===== config.mk =====
export PLATFORM = sky130hd
export DESIGN_NAME = counter_cfg_master
export DESIGN_NICKNAME = d
export VERILOG_FILES = /design/src/rtl/counter_cfg_master.sv
export SDC_FILE = /design/constraint.sdc
export NUM_CORES = 1
export LEC_CHECK = 0
export BUFFER_PORTS_ARGS = -buffer_cell sky130_fd_sc_hd__buf_2
export CAP_MARGIN = 20
export CORE_MARGIN = 2
export CORE_UTILIZATION = 40
export DETAILED_ROUTE_END_ITERATION = 10
export HOLD_SLACK_MARGIN = 0.15
export PLACE_DENSITY = 0.66
export SETUP_SLACK_MARGIN = 0.5
export SYNTH_ARGS = -nofsm -noshare
export SYNTH_HDL_FRONTEND = slang
export SYNTH_SLANG_ARGS = --single-unit

===== constraint.sdc =====
create_clock -name clk -period 4.2 [get_ports clk]
set_input_delay 0.42 -clock clk [delete_from_list [all_inputs] [get_ports clk]]
set_output_delay 0.42 -clock clk [all_outputs]
set_load 0.02 [all_outputs]

===== src/rtl/counter_cfg_master.sv =====
// Wishbone master that loads and starts a down-counter, polls its status
// register until it reports expiry, then stops it.
module counter_cfg_master #(
    parameter logic [31:0] LOAD_ADDR   = 32'h0000_0004,
    parameter logic [31:0] CTRL_ADDR   = 32'h0000_0000,
    parameter logic [31:0] STAT_ADDR   = 32'h0000_0008,
    parameter int unsigned POLL_GAP    = 16,
    parameter int unsigned ACK_TIMEOUT = 255
) (
    input  logic        clk,
    input  logic        rst,
    input  logic        cmd_valid,
    input  logic [31:0] cmd_load,
    output logic        cmd_ready,
    input  logic        abort,
    output logic        busy,
    output logic        done,
    output logic        err,
    output logic [31:0] status_o,
    output logic [31:0] wb_adr_o,
    output logic [31:0] wb_dat_o,
    output logic [3:0]  wb_sel_o,
    output logic        wb_cyc_o,
    output logic        wb_stb_o,
    output logic        wb_we_o,
    input  logic [31:0] wb_dat_i,
    input  logic        wb_ack_i
);
    typedef enum logic [2:0] {IDLE, WR_LOAD, WR_CTRL, GAP, RD_STAT, STOP, DONE} state_t;

    state_t      state, state_n;
    logic [31:0] load_q, status_q, gap_cnt, to_cnt;
    logic        hold, hold_n, abort_q, abort_n, err_q, err_n;
    logic        bus, stb, acked, timeout;

    // hold masks the strobe for one cycle after an ack so transfers never abut
    assign bus     = (state == WR_LOAD) || (state == WR_CTRL) || (state == RD_STAT) || (state == STOP);
    assign stb     = bus && !hold;
    assign acked   = stb && wb_ack_i;
    assign timeout = stb && !wb_ack_i && (to_cnt == 32'(ACK_TIMEOUT - 1));

    always_comb begin
        state_n = state;
        hold_n  = 1'b0;
        abort_n = abort_q;
        err_n   = 1'b0;
        case (state)
            IDLE: begin
                abort_n = 1'b0;
                if (cmd_valid) state_n = WR_LOAD;
            end
            WR_LOAD, WR_CTRL, RD_STAT: begin
                if (abort) abort_n = 1'b1;
                if (acked) begin
                    hold_n = 1'b1;
                    if (abort_n)               state_n = STOP;
                    else if (state == WR_LOAD) state_n = WR_CTRL;
                    else if (state == WR_CTRL) state_n = GAP;
                    else                       state_n = wb_dat_i[0] ? STOP : GAP;
                end
            end
            GAP: begin
                if (abort)                state_n = STOP;
                else if (gap_cnt == '0)   state_n = RD_STAT;
            end
            STOP: begin
                if (acked) state_n = DONE;
            end
            DONE: begin
                abort_n = 1'b0;
                state_n = IDLE;
            end
            default: state_n = IDLE;
        endcase
        if (timeout) begin
            state_n = IDLE;
            hold_n  = 1'b0;
            abort_n = 1'b0;
            err_n   = 1'b1;
        end
    end

    always_ff @(posedge clk or posedge rst) begin
        if (rst) begin
            state   <= IDLE;
            hold    <= 1'b0;
            abort_q <= 1'b0;
            err_q   <= 1'b0;
        end else begin
            state   <= state_n;
            hold    <= hold_n;
            abort_q <= abort_n;
            err_q   <= err_n;
        end
    end

    always_ff @(posedge clk or posedge rst) begin
        if (rst) begin
            load_q   <= '0;
            status_q <= '0;
            gap_cnt  <= '0;
            to_cnt   <= '0;
        end else begin
            if (state == IDLE && cmd_valid) load_q <= cmd_load;
            if (state == RD_STAT && acked)  status_q <= wb_dat_i;
            if (state != GAP)               gap_cnt <= 32'(POLL_GAP - 1);
            else if (gap_cnt != '0)         gap_cnt <= gap_cnt - 1'b1;
            if (!stb || acked)              to_cnt <= '0;
            else                            to_cnt <= to_cnt + 1'b1;
        end
    end

    always_comb begin
        wb_adr_o = '0;
        wb_dat_o = '0;
        wb_we_o  = 1'b0;
        case (state)
            WR_LOAD: begin wb_adr_o = LOAD_ADDR; wb_dat_o = load_q; wb_we_o = 1'b1; end
            WR_CTRL: begin wb_adr_o = CTRL_ADDR; wb_dat_o = 32'h1;  wb_we_o = 1'b1; end
            RD_STAT: begin wb_adr_o = STAT_ADDR; end
            STOP:    begin wb_adr_o = CTRL_ADDR; wb_we_o = 1'b1; end
            default: ;
        endcase
    end

    assign wb_cyc_o  = stb;
    assign wb_stb_o  = stb;
    assign wb_sel_o  = stb ? 4'hF : 4'h0;
    assign cmd_ready = (state == IDLE);
    assign busy      = (state != IDLE);
    assign done      = (state == DONE);
    assign err       = err_q;
    assign status_o  = status_q;
endmodule

=== Word level (Yosys, flattened, before mapping) ===
Cells that the tools add are included.

* Add/subtract/negate cells: 2
* Equality and inequality tests: 12
* Multiplexer cells: 26
* Reduce and logical (&&, ||, !) cells: 23

{| class="wikitable"
|+ Operators with widths
! cell !! number
|-
| $mux 32 || 3
|-
| $pmux 32 s2 || 1
|-
| $add 32x1->32 const B || 1
|-
| $eq 32x8->1 const B || 1
|-
| $logic_not 32->1 || 1
|-
| $reduce_bool 32->1 || 1
|-
| $sub 32x1->32 const B || 1
|-
| $mux 3 || 10
|-
| $pmux 3 s4 || 1
|-
| $eq 3x3->1 const B || 3
|-
| $mux 1 || 8
|-
| $pmux 4 s2 || 1
|-
| $eq 3x2->1 const B || 2
|-
| $logic_and 1x1->1 || 6
|-
| $ne 3x2->1 const B || 2
|-
| $ne 3x3->1 const B || 2
|-
| $reduce_bool 3->1 || 2
|-
| $reduce_or 3->1 || 2
|-
| $logic_or 1x1->1 || 4
|-
| $mux 4 || 1
|-
| $ne 4x4->1 const B || 1
|-
| $reduce_and 4->1 || 1
|-
| $eq 3x1->1 const B || 1
|-
| $logic_not 1->1 || 3
|-
| 4 further kinds || 4
|}

* Register bits after elaboration: 134
* Bits of input ports: 69
* Output and inout bits: 107
* Logic and storage cells: 71

=== Logic depth before layout (Yosys ltp) ===
Gate-level depths: netlist of the first run.

* Depth after elaboration: 9
* Gate-level depth with buffers: 10

=== Least setup slack after synthesis of the first run ===
No wires, ideal clock.

* Path kind: flip-flop to flip-flop
* Start: register gap_cnt[24]
* End: register state[2]
* Arrival time: 2758 ps
* Data required time: 4093 ps
* Setup slack: 1335 ps
* Stages on the path, launching flop included: 8
* Clock period less this slack: 2865 ps
* Cell sequence: dfrtp_1 -> or4_1 -> buf_2 -> or4_1 -> buf_2 -> or4_4 -> a21o_1 -> a2111oi_4

* Longest elaborated chain between the ends: 3

{| class="wikitable"
|+ Ends and longest elaborated chain
! item !! line !! RTL
|-
| start: declaration || 32 || <nowiki>logic [31:0] load_q, status_q, gap_cnt, to_cnt;</nowiki>
|-
| start signal: assignment || 106 || <nowiki>if (state != GAP) gap_cnt <= 32'(POLL_GAP - 1);</nowiki>
|-
| start signal: assignment || 107 || <nowiki>else if (gap_cnt != '0) gap_cnt <= gap_cnt - 1'b1;</nowiki>
|-
| $logic_not 32->1 || 64 || <nowiki>else if (gap_cnt == '0) state_n = RD_STAT;</nowiki>
|-
| $ne 4x4->1 (no source line) || - ||
|-
| $reduce_and 4->1 (no source line) || - ||
|-
| end signal: assignment || 90 || <nowiki>state <= state_n;</nowiki>
|-
| end: declaration || 31 || <nowiki>state_t state, state_n;</nowiki>
|}

No other way between the ends.
A chain may end at the register's enable or synchronous reset.

=== Worst setup path after layout of the first run ===
Same ends and word-level chain as after synthesis.

==> flow_metrics.py, run 1 <==
metrics = {
    "die": {
        "design.core.area_mm2": 0.01647,
        "rows": 47,
        "initial_core_util_pct": 40.53,
        "ioPinCount": 176,
        "die_y_um": 133.2,
        "die_area_mm2": 0.01773,
        "die_w_um": 133.2,
    },
    "status": {
        "status": "complete, no violations",
    },
    "clock_tree": {
        "clockRootBuffer": "clkbuf_16",
        "htreeDepth": 4,
        "clock_latency_ps": 410,
        "clk_path_buf_depth": 2,
        "cts.clk_slew.worst_paths_ps": 60,
        "tritoncts": "done",
        "numClockSinks": 134,
        "cts_resized": 0,
        "numCtsBuffers": 17,
    },
    "setup_path": {
        "endpoint_kind": "flip-flop",
        "critical-path-slowest-cell": "or4_1",
        "path_class": "flip-flop to flip-flop",
        "cp_common_cell": "or4_1",
        "worstPathCellList": "or4_1 > or4_1 > or4_4 > a21o_1 > a2111oi_4",
        "worstPathArrival_ps": 3310,
        "critPathLaunchType": "flip-flop",
        "required_ps": 4500,
        "cp_max_fo": 7,
        "critPathMaxStageDelay_ps": 710,
    },
    "logic_synthesis": {
        "yosys_most_used_dff": "dfrtp_1",
        "synthXorXnorAreaFrac_pct": 3.937,
        "synth-simple-area-share_pct": 18.82,
        "ys_types": 56,
        "ys_seq_area_share_pct": 50.24,
        "synth_top_family_by_area": "simple AND/OR/NAND/NOR gates",
        "synthMuxAreaShare_pct": 10.80,
        "synth_seq_cells": 134,
        "synth_compound_area_share_pct": 8.568,
        "async_flop_share_pct": 100.0,
        "synth_area_mm2": 0.006674,
        "synth_cells": 627,
        "synth_enable_flop_cells": 0,
        "yosysWarnings": 0,
        "synthAdderAreaFrac_pct": 0.7499,
        "avgSynthCellArea_um2": 10.64,
    },
    "global_route": {
        "grt_antenna_before_repair": 0,
        "grt_pass1_vias": 4656,
        "grt_pass1_wl_mm": 22.58,
        "overflow": 0,
        "track_usage_pct": 15.74,
        "grt_max_degree": 108,
    },
    "drt": {
        "drc": 0,
        "antenna_left": 0,
        "num_vias": 4977,
        "viasPerCell": 5.027,
        "post_drt_wl_per_cell_um": 13.69,
        "first_iter_violations": 306,
        "dr.pass1.iters": 4,
        "wirelength_mm": 13.55,
    },
    "worst_hold_path": {
        "hold_class": "input port to flip-flop",
    },
    "layout": {
        "nets": 831,
        "drive_above_1_share_pct": 27.40,
        "n_antenna_cell": 0,
        "synthToLayoutAreaGrowth_pct": 20.47,
    },
    "sta": {
        "setup_violations": 0,
        "max-slew-margin-rel_pct": 51.99,
        "finalHoldViolCount": 0,
        "fmax_mhz": 333.0,
        "tightest_slew_ps": 714.6,
        "rsz0062_at_grt": "false",
        "final_max_slew_viol_count": 0,
        "period_needed_ps": 3003,
        "timing.final.crit_share_pct": 71.49,
        "skew_ps": 6.665,
        "tns_ps": 0,
    },
    "place": {
        "portBuffers": 145,
        "place.gp.congestion": 0.7861,
        "hpwl_mm": 9.658,
    },
    "power": {
        "irDropWorstVdd_mv": 0.3050,
        "leakage_nw": 3.661,
        "power_density_mw_per_mm2": 608.7,
        "total_power_w": 0.004894,
    },
    "job": {
        "maxCapViolCount": 0,
    },
}
flip-flops by register name, summed over array words and instances, names as in the netlist:
register,flops
abort_q,1
status_o,32
load_q,32
gap_cnt,32
to_cnt,32
state,3
err,1
hold,1
power by group:
part / switching [W] / internal (W) / total, W
Clock: 0.000537 / 0.000885 / 0.00142
Combinational: 0.00101 / 0.000636 / 0.00165
Sequential: 0.000189 / 0.00164 / 0.00183
Total: 0.00174 / 0.00316 / 0.00489
synthesized netlist by cell type, drive strengths merged, types with 4 or more instances:
| library cell | n | share of area [%] |
|---|---|---|
| nor4 | 18 | 1.9 |
| nor3 | 14 | 1.0 |
| ha | 4 | 0.75 |
| nand2 | 20 | 1.1 |
| nand3 | 13 | 0.97 |
| a21oi | 32 | 2.4 |
| xnor2 | 22 | 2.9 |
| and2 | 34 | 3.2 |
| o31ai | 13 | 1.5 |
| buf | 45 | 4.6 |
| dfrtp | 134 | 50 |
| mux2 | 64 | 11 |
| clkbuf | 26 | 1.5 |
| o41ai | 5 | 0.66 |
| o21ai | 20 | 1.5 |
| or4 | 19 | 2.2 |
| inv | 14 | 0.79 |
| xor2 | 8 | 1.0 |
| nor2 | 48 | 2.7 |
| and4 | 5 | 0.66 |
| or3 | 27 | 2.5 |
| nand4 | 6 | 0.56 |
critical path, delay by kind of cell (launching register included):
family | cells | cell delay, ps
simple gates | 3 | 1910
compound gates | 2 | 550
flops | 1 | 430
layer usage:
| metal | up-vias | track usage, % | routed length (µm) |
|---|---|---|---|
| li1 | 2454 | - | - |
| met1 | 2393 | 20.83 | 6294 |
| met2 | 123 | 25.56 | 6572 |
| met3 | 7 | 4.033 | 585 |
| met4 | 0 | 4.965 | 96 |
| met5 | - | 0 | 0 |
cell families (layout without fill, tap and decap cells):
| kind of cell | count (synthesis) | count (layout) |
|---|---|---|
| other | 1 | 30 |
| and+or+nand+nor | 221 | 221 |
| AOI/OAI and AO/OA | 88 | 88 |
| buffers and inverters | 85 | 199 |
| xor gates and xnor gates | 30 | 30 |
| adders and majority gates | 4 | 4 |
| muxes | 64 | 64 |
| DFF | 134 | 134 |
cell type report:
cell class                 instances  area (µm²)
fill                            1497        8426
tap                              220       275.3
inverter                          14       56.30
sequential                       134        3353
clock inverter                    12       130.1
timing repair buffer             154       808.3
clock buffer                      19       442.9
multi-input combinational        437        2974
cells in the final DEF (no fill, tap or decap), types with 3 or more instances in the layout:
cell type,count
a21oi_1,32
and2_1,34
and3_1,3
and4_1,5
buf_2,145
buf_4,7
clkbuf_16,17
clkinv_2,4
clkinv_4,3
clkinvlp_4,3
conb_1,30
dfrtp_1,134
ha_1,4
inv_1,12
mux2_1,45
mux2_2,19
nand2_1,20
nand3_1,13
nand4_1,6
nand4b_1,3
nor2_1,48
nor3_1,14
nor4_1,17
o21ai_0,13
o21ai_1,7
o31ai_1,13
o41ai_1,5
or3_1,27
or4_1,18
xnor2_1,22
xor2_1,8
final timing paths:
| kind | startpoint | to | slack, ps | cells after the start |
|---|---|---|---|---|
| max in group asynchronous | rst | to_cnt[27] | 2600 | 4 |
| worst min register to register | load_q[19] | load_q[19] | 470 | 1 |
| min in group asynchronous | rst | status_o[5] | 640 | 3 |
| worst max-delay path | gap_cnt[24] | state[2] | 1200 | 5 |
| worst max register to register | gap_cnt[24] | state[2] | 1200 | 5 |
| worst min-delay path | wb_dat_i[5] | status_o[5] | 220 | 2 |
timing repair:
action | 4_1_cts | 5_1_grt
hold endpoints to repair | 27 | 0
hold buffers | 1 | 0
buffers inserted | 0 | 0
per-stage QoR:
step | hold WS [ps] | instance area, µm² | setup WS (ps) | std cells | util [%]
after detailed placement | 467.0 | 7457 | 1205 | 958 | 45.29
after global routing | 204.0 | 8040 | 1083 | 990 | 48.83
after CTS | 201.0 | 8040 | 1195 | 990 | 48.83
final | 221.6 | 8040 | 1197 | 990 | 48.83
after global placement | 458.7 | 7457 | 1241 | 958 | 45.29
after floorplan | 446.1 | 6787 | 1335 | 656 | -
(Power assumes the default switching activity.)
==> inputs of run 2 (changes only) <==
ABC_AREA = 1   (was default)
PLACE_DENSITY = 0.65   (was 0.66)
clock period = 2.6 ns   (was 4.2 ns; I/O delays follow)
==> flow_metrics.py, run 2 <==
metrics = {
    "status": {
        "status": "complete, no violations",
    },
    "die": {
        "initial_core_util_pct": 40.47,
        "design.core.area_mm2": 0.01784,
        "die_w_um": 138.3,
        "rows": 49,
        "die_area_mm2": 0.01914,
        "ioPinCount": 176,
        "die_y_um": 138.3,
    },
    "logic_synthesis": {
        "ys_types": 32,
        "yosys_most_used_dff": "dfrtp_1",
        "synthAdderAreaFrac_pct": 0.6932,
        "synthMuxAreaShare_pct": 0.1560,
        "synth-simple-area-share_pct": 29.76,
        "yosys-top-cells-count": "185 x nor2_1, 179 x nand2_1, 134 x dfrtp_1",
        "async_flop_share_pct": 100.0,
        "yosys.cell_count.top_type": "nor2_1",
        "synth_area_leaders": "dfrtp_1 46%, nor2_1 9.6%, nand2_1 9.3%",
        "synth_area_mm2": 0.007219,
        "ys_seq_area_share_pct": 46.45,
        "synth_seq_cells": 134,
        "synth_enable_flop_cells": 0,
        "synth_top_area_share_pct": 46.45,
        "avgSynthCellArea_um2": 7.640,
        "yosysWarnings": 0,
        "synth_top_family_by_area": "simple AND/OR/NAND/NOR gates",
        "synth_cells": 945,
        "synthXorXnorAreaFrac_pct": 4.731,
        "yosysTopAreaCell": "dfrtp_1",
        "synth_compound_area_share_pct": 6.586,
    },
    "global_route": {
        "grt_pass1_wl_mm": 30.68,
        "grt_max_degree": 57,
        "grt_pass1_vias": 6472,
        "track_usage_pct": 19.46,
        "grt_antenna_before_repair": 0,
        "overflow": 0,
    },
    "setup_path": {
        "critPathMaxStageDelay_ps": 430,
        "endpoint_kind": "output pin",
        "critical-path-slowest-cell": "dfrtp_1",
        "worstPathCellList": "inv_2 > nand3_1 > nand2_1 > nor2_2 > nand2_2 > nand2_1 > inv_2 > buf_2",
        "cp_num_buf_inv": 3,
        "critPathLaunchType": "flip-flop",
        "cp_max_fo": 8,
        "worstPathArrival_ps": 1710,
        "reg2reg_slack_ps": 680,
        "required_ps": 2340,
        "path_class": "flip-flop to output pin",
        "cp_top_family": "buffers and inverters",
    },
    "clock_tree": {
        "clockRootBuffer": "clkbuf_16",
        "htreeDepth": 4,
        "clock_latency_ps": 420,
        "cts.clk_slew.worst_paths_ps": 60,
        "tritoncts": "done",
        "numClockSinks": 134,
        "numCtsBuffers": 17,
        "clk_path_buf_depth": 2,
    },
    "job": {
        "maxCapViolCount": 0,
    },
    "drt": {
        "post_drt_wl_per_cell_um": 13.33,
        "dr.pass1.iters": 5,
        "num_vias": 6706,
        "viasPerCell": 4.793,
        "antenna_left": 0,
        "wirelength_mm": 18.66,
        "first_iter_violations": 342,
        "drc": 0,
    },
    "layout": {
        "nets": 1230,
        "drive_above_1_share_pct": 18.46,
        "fill_cells": 1647,
        "n_antenna_cell": 0,
        "layout_common_cells": "184 x nor2_1, 178 x nand2_1, 145 x buf_2",
        "mostFrequentLayoutCell": "nor2_1",
        "synthToLayoutAreaGrowth_pct": 30.17,
    },
    "sta": {
        "final_max_slew_viol_count": 0,
        "max-slew-margin-rel_pct": 66.72,
        "tightest_slew_ps": 498.1,
        "rsz0062_at_grt": "false",
        "skew_ps": 5.441,
        "period_needed_ps": 1970,
        "setup_violations": 0,
        "fmax_mhz": 507.6,
        "tns_ps": 0,
        "fin_ws_ps": 629.9,
        "timing.final.crit_share_pct": 75.77,
        "finalHoldViolCount": 0,
    },
    "power": {
        "irDropWorstVdd_mv": 0.6405,
        "leakage_nw": 4.813,
        "p_clk_share_pct": 29.3,
        "p_int_w": 0.005199,
        "power_density_mw_per_mm2": 926.4,
        "switching_share_pct": 40.28,
        "seqPwrFrac_pct": 32.2,
        "p_switching_w": 0.003507,
        "power_frac_comb_pct": 38.5,
    },
    "place": {
        "hpwl_mm": 12.93,
        "pre_cts_ws_ps": 527.4,
        "place.gp.congestion": 0.9561,
        "portBuffers": 145,
    },
    "worst_hold_path": {
        "hold_class": "input port to flip-flop",
    },
}
[run 2: changes by cell type after synthesis, moves of 18 or more]
cell | before | now
o21ai_0 | 13 | 33
or4_1 | 18 | 0
nor3_1 | 14 | 51
nand4_1 | 6 | 32
nand2_1 | 20 | 179
nor2_1 | 48 | 185
or3_1 | 27 | 0
xor2_1 | 8 | 38
mux2_2 | 19 | 1
nand3_1 | 13 | 35
mux2_1 | 45 | 0
xnor2_1 | 22 | 1
inv_1 | 13 | 108
and2_1 | 34 | 1
[run 2: final timing paths]
| path | from | endpoint | cells past startpoint |
|---|---|---|---|
| worst max-delay path | state[0] | wb_sel_o[1] | 8 |
| worst min-delay path | cmd_valid | state[1] | 4 |
| worst max register to register | state[0] | status_o[28] | 11 |
| worst min register to register | gap_cnt[4] | gap_cnt[4] | 1 |
| max in group asynchronous | rst | status_o[27] | 4 |
| min in group asynchronous | rst | err | 3 |
[run 2: cell families (layout without fill, tap and decap cells)]
| group | count (synthesis) | after routing |
|---|---|---|
| adders and majority gates | 4 | 4 |
| muxes | 1 | 1 |
| xor gates and xnor gates | 39 | 39 |
| other | 1 | 30 |
| AOI/OAI and AO/OA | 92 | 92 |
| and+or+nand+nor | 502 | 504 |
| buffers and inverters | 172 | 366 |
| DFF | 134 | 134 |
[run 2: worst register-to-register path, delay by kind of cell, from the launching register on]
family	cells	cell delay [ps]
simple gates	9	1200
flops	1	430
buf+inv	2	240
[run 2: layer usage]
layer	part of all wire (%)	track usage [%]	up-vias
met1	43	23.73	3083
met2	49	33.12	202
met3	4.6	4.434	60
met5	0	0	-
li1	-	-	3361
met4	3.5	8.485	0
[run 2: power groups by stage]
stage               Sequential, W  Clock [W]  Combinational (W)
finish                    0.00280    0.00255            0.00335
global route              0.00286    0.00269            0.00366
CTS                       0.00279    0.00259            0.00329
detailed placement        0.00282          0            0.00321
global placement          0.00282          0            0.00317
floorplan                 0.00306          0            0.00213
[run 2: final cells by class]
type	count	area, µm²	share of cell area (%)
clock buffer	20	466.7	4.966
clock inverter	12	166.4	1.771
timing repair buffer	223	1534	16.32
multi-input combinational	670	3169	33.72
sequential	134	3354	35.69
inverter	111	420.4	4.473
tap	229	286.5	3.049
[run 2: what timing repair did]
action / CTS / global route
hold endpoints to repair: 83 / 0
hold buffers: 66 / 0
setup endpoints to repair: 0 / 46
setup buffers: 0 / 1
resized for setup: 0 / 7
[run 2: through the flow]
step / hold WS, ps / total power, W / utilization, % / std cells / area (µm²)
after CTS: 262.6 / 0.008670 / 52.36 / 1396 / 9341
after global placement: 325.2 / 0.005985 / 45.11 / 1298 / 8048
after floorplan: 376.6 / 0.005186 / - / 974 / 7332
final: 274.0 / 0.008706 / 52.68 / 1399 / 9398
after detailed placement: 332.1 / 0.006030 / 45.11 / 1298 / 8048
after global routing: 286.5 / 0.009210 / 52.68 / 1399 / 9398
==> inputs of run 3 (changes only) <==
ABC_AREA = 0   (was 1)
PLACE_DENSITY = default   (was 0.65)
clock period = 1.9 ns   (was 2.6 ns; I/O delays follow)
==> flow_metrics.py, run 3 (same netlist as run 1, synthesis figures left out) <==
metrics = {
    "status": {
        "status": "finished with violations",
        "violations": "negative setup slack",
    },
    "clock_tree": {
        "clock_latency_ps": 410,
        "htreeDepth": 4,
        "cts.clk_slew.worst_paths_ps": 60,
        "numClockSinks": 134,
        "clockRootBuffer": "clkbuf_16",
        "clk_path_buf_depth": 2,
        "numCtsBuffers": 17,
        "tritoncts": "done",
    },
    "worst_hold_path": {
        "hold_class": "input port to flip-flop",
        "min_delay_path_depth": 3,
        "hp-start": "wb_ack_i",
        "hold_path_end": "hold",
    },
    "sta": {
        "skew_ps": 7.542,
        "tightest_slew_ps": 756.3,
        "tns_ps": -21310,
        "fin_ws_ps": -735.6,
        "timing.final.crit_share_pct": 138.7,
        "setup_violations": 67,
        "max-slew-margin-rel_pct": 49.19,
        "finalHoldViolCount": 0,
        "fmax_mhz": 379.4,
        "final_max_slew_viol_count": 0,
        "rsz0062_at_grt": "true",
        "period_needed_ps": 2636,
        "hold_slack_ps": 233.3,
    },
    "place": {
        "portBuffers": 145,
        "hpwl_mm": 11.90,
        "place.gp.congestion": 0.8923,
    },
    "die": {
        "ioPinCount": 176,
        "die_y_um": 133.2,
        "rows": 47,
        "die_w_um": 133.2,
        "initial_core_util_pct": 40.53,
        "die_area_mm2": 0.01773,
        "design.core.area_mm2": 0.01647,
    },
    "power": {
        "power_density_mw_per_mm2": 1255,
        "irDropWorstVdd_mv": 0.6837,
        "leakage_nw": 4.929,
    },
    "setup_path": {
        "reg2reg_slack_ps": -740,
        "r2r_start": "gap_cnt[1]",
        "endpoint_kind": "flip-flop",
        "worstPathArrival_ps": 2930,
        "critPathLaunchType": "flip-flop",
        "reg2regPathDepth": 7,
        "required_ps": 2200,
        "r2r-end": "state[2]",
        "path_class": "flip-flop to flip-flop",
        "cp_max_fo": 3,
        "crit_start": "gap_cnt[1]",
    },
    "global_route": {
        "track_usage_pct": 21.70,
        "grt_pass1_wl_mm": 31.16,
        "grt_max_degree": 55,
        "overflow": 0,
        "grt_antenna_before_repair": 0,
        "grt_pass1_vias": 6037,
    },
    "layout": {
        "synthToLayoutAreaGrowth_pct": 57.09,
        "drive_above_1_share_pct": 48.09,
        "nets": 1000,
        "multi_input_area_mm2": 0.003699,
        "layout_common_cells": "142 x buf_2, 132 x dfrtp_1, 88 x buf_4",
        "fill_cells": 1211,
        "fin_util_pct": 63.67,
        "n_antenna_cell": 0,
        "regArea_mm2": 0.003356,
        "mostFrequentLayoutCell": "buf_2",
    },
    "drt": {
        "num_vias": 5920,
        "wirelength_mm": 19.29,
        "drc": 0,
        "antenna_left": 0,
        "first_iter_violations": 278,
        "viasPerCell": 5.103,
        "dr.pass1.iters": 5,
        "post_drt_wl_per_cell_um": 16.63,
    },
    "job": {
        "maxCapViolCount": 0,
    },
}
-- run 3: changes by cell type in the layout (fill, tap and decap cells not counted), sizes merged, moves of 26 or more --
cell   change
nand2    -163
nor2     -147
inv      -100
buf       +96
mux2      +63
nor3      -37
and2      +33
xor2      -30
or3       +27
nand4     -26
-- run 3: power breakdown --
part / internal, W / leakage [nW] / switching, W
logic: 0.00270 / 2.90 / 0.00276
registers: 0.00363 / 1.72 / 0.000528
clock network: 0.00225 / 0.308 / 0.00129
-- run 3: worst max path at each step --
stage	endpoint	slack, ps	cells after the start
6_report	state[2]	-740	7
5_1_grt	gap_cnt[16]	-790	10
4_1_cts	state[2]	-720	7
3_5_place_dp	state[2]	-710	7
3_3_place_gp	state[2]	-640	7
2_1_floorplan	state[2]	-750	7
-- run 3: final cells by class --
class                   count  share of cell area (%)
well taps                 220                   2.626
multi-input cells         438                   35.28
flip-flops and latches    134                   32.01
clock inverters            14                   1.910
repair buffers            322                   23.39
inverters                  14                  0.5967
clock buffers              18                   4.189
-- run 3: metal layers --
layer / track usage [%] / vias up / part of all wire (%) / wire, µm
li1: - / 2788 / - / -
met2: 37.31 / 175 / 50 / 9728
met5: 0 / - / 0 / 0
met1: 28.25 / 2944 / 44 / 8482
met4: 6.442 / 0 / 1.0 / 194
met3: 3.767 / 13 / 4.6 / 887
-- run 3: timing repair --
action,in CTS,in global routing
resized for setup,25,29
pin swaps,13,19
hold buffers,66,0
gates cloned,3,2
setup buffers,6,10
endpoints found under the hold margin,86,0
endpoints found under the setup margin,177,178
-- run 3: through the flow --
| step | instances | worst slack [ps] | area, µm² | total power [W] |
|---|---|---|---|---|
| floorplan | 656 | -750.8 | 7570 | 0.007958 |
| global placement | 1041 | -635.0 | 8667 | 0.008945 |
| detailed placement | 1041 | -708.6 | 8667 | 0.009035 |
| CTS | 1148 | -719.1 | 10210 | 0.01287 |
| global route | 1160 | -793.6 | 10480 | 0.01377 |
| finish | 1160 | -735.6 | 10480 | 0.01316 |
-- run 3: worst max-delay path: stages, from the launching register on --
cell and delay, ps:
dfrtp_1 400, inv_2 70, ha_2 150, or3b_4 360
or4_4 550, or4_4 440, a21o_1 230, a2111oi_4 320
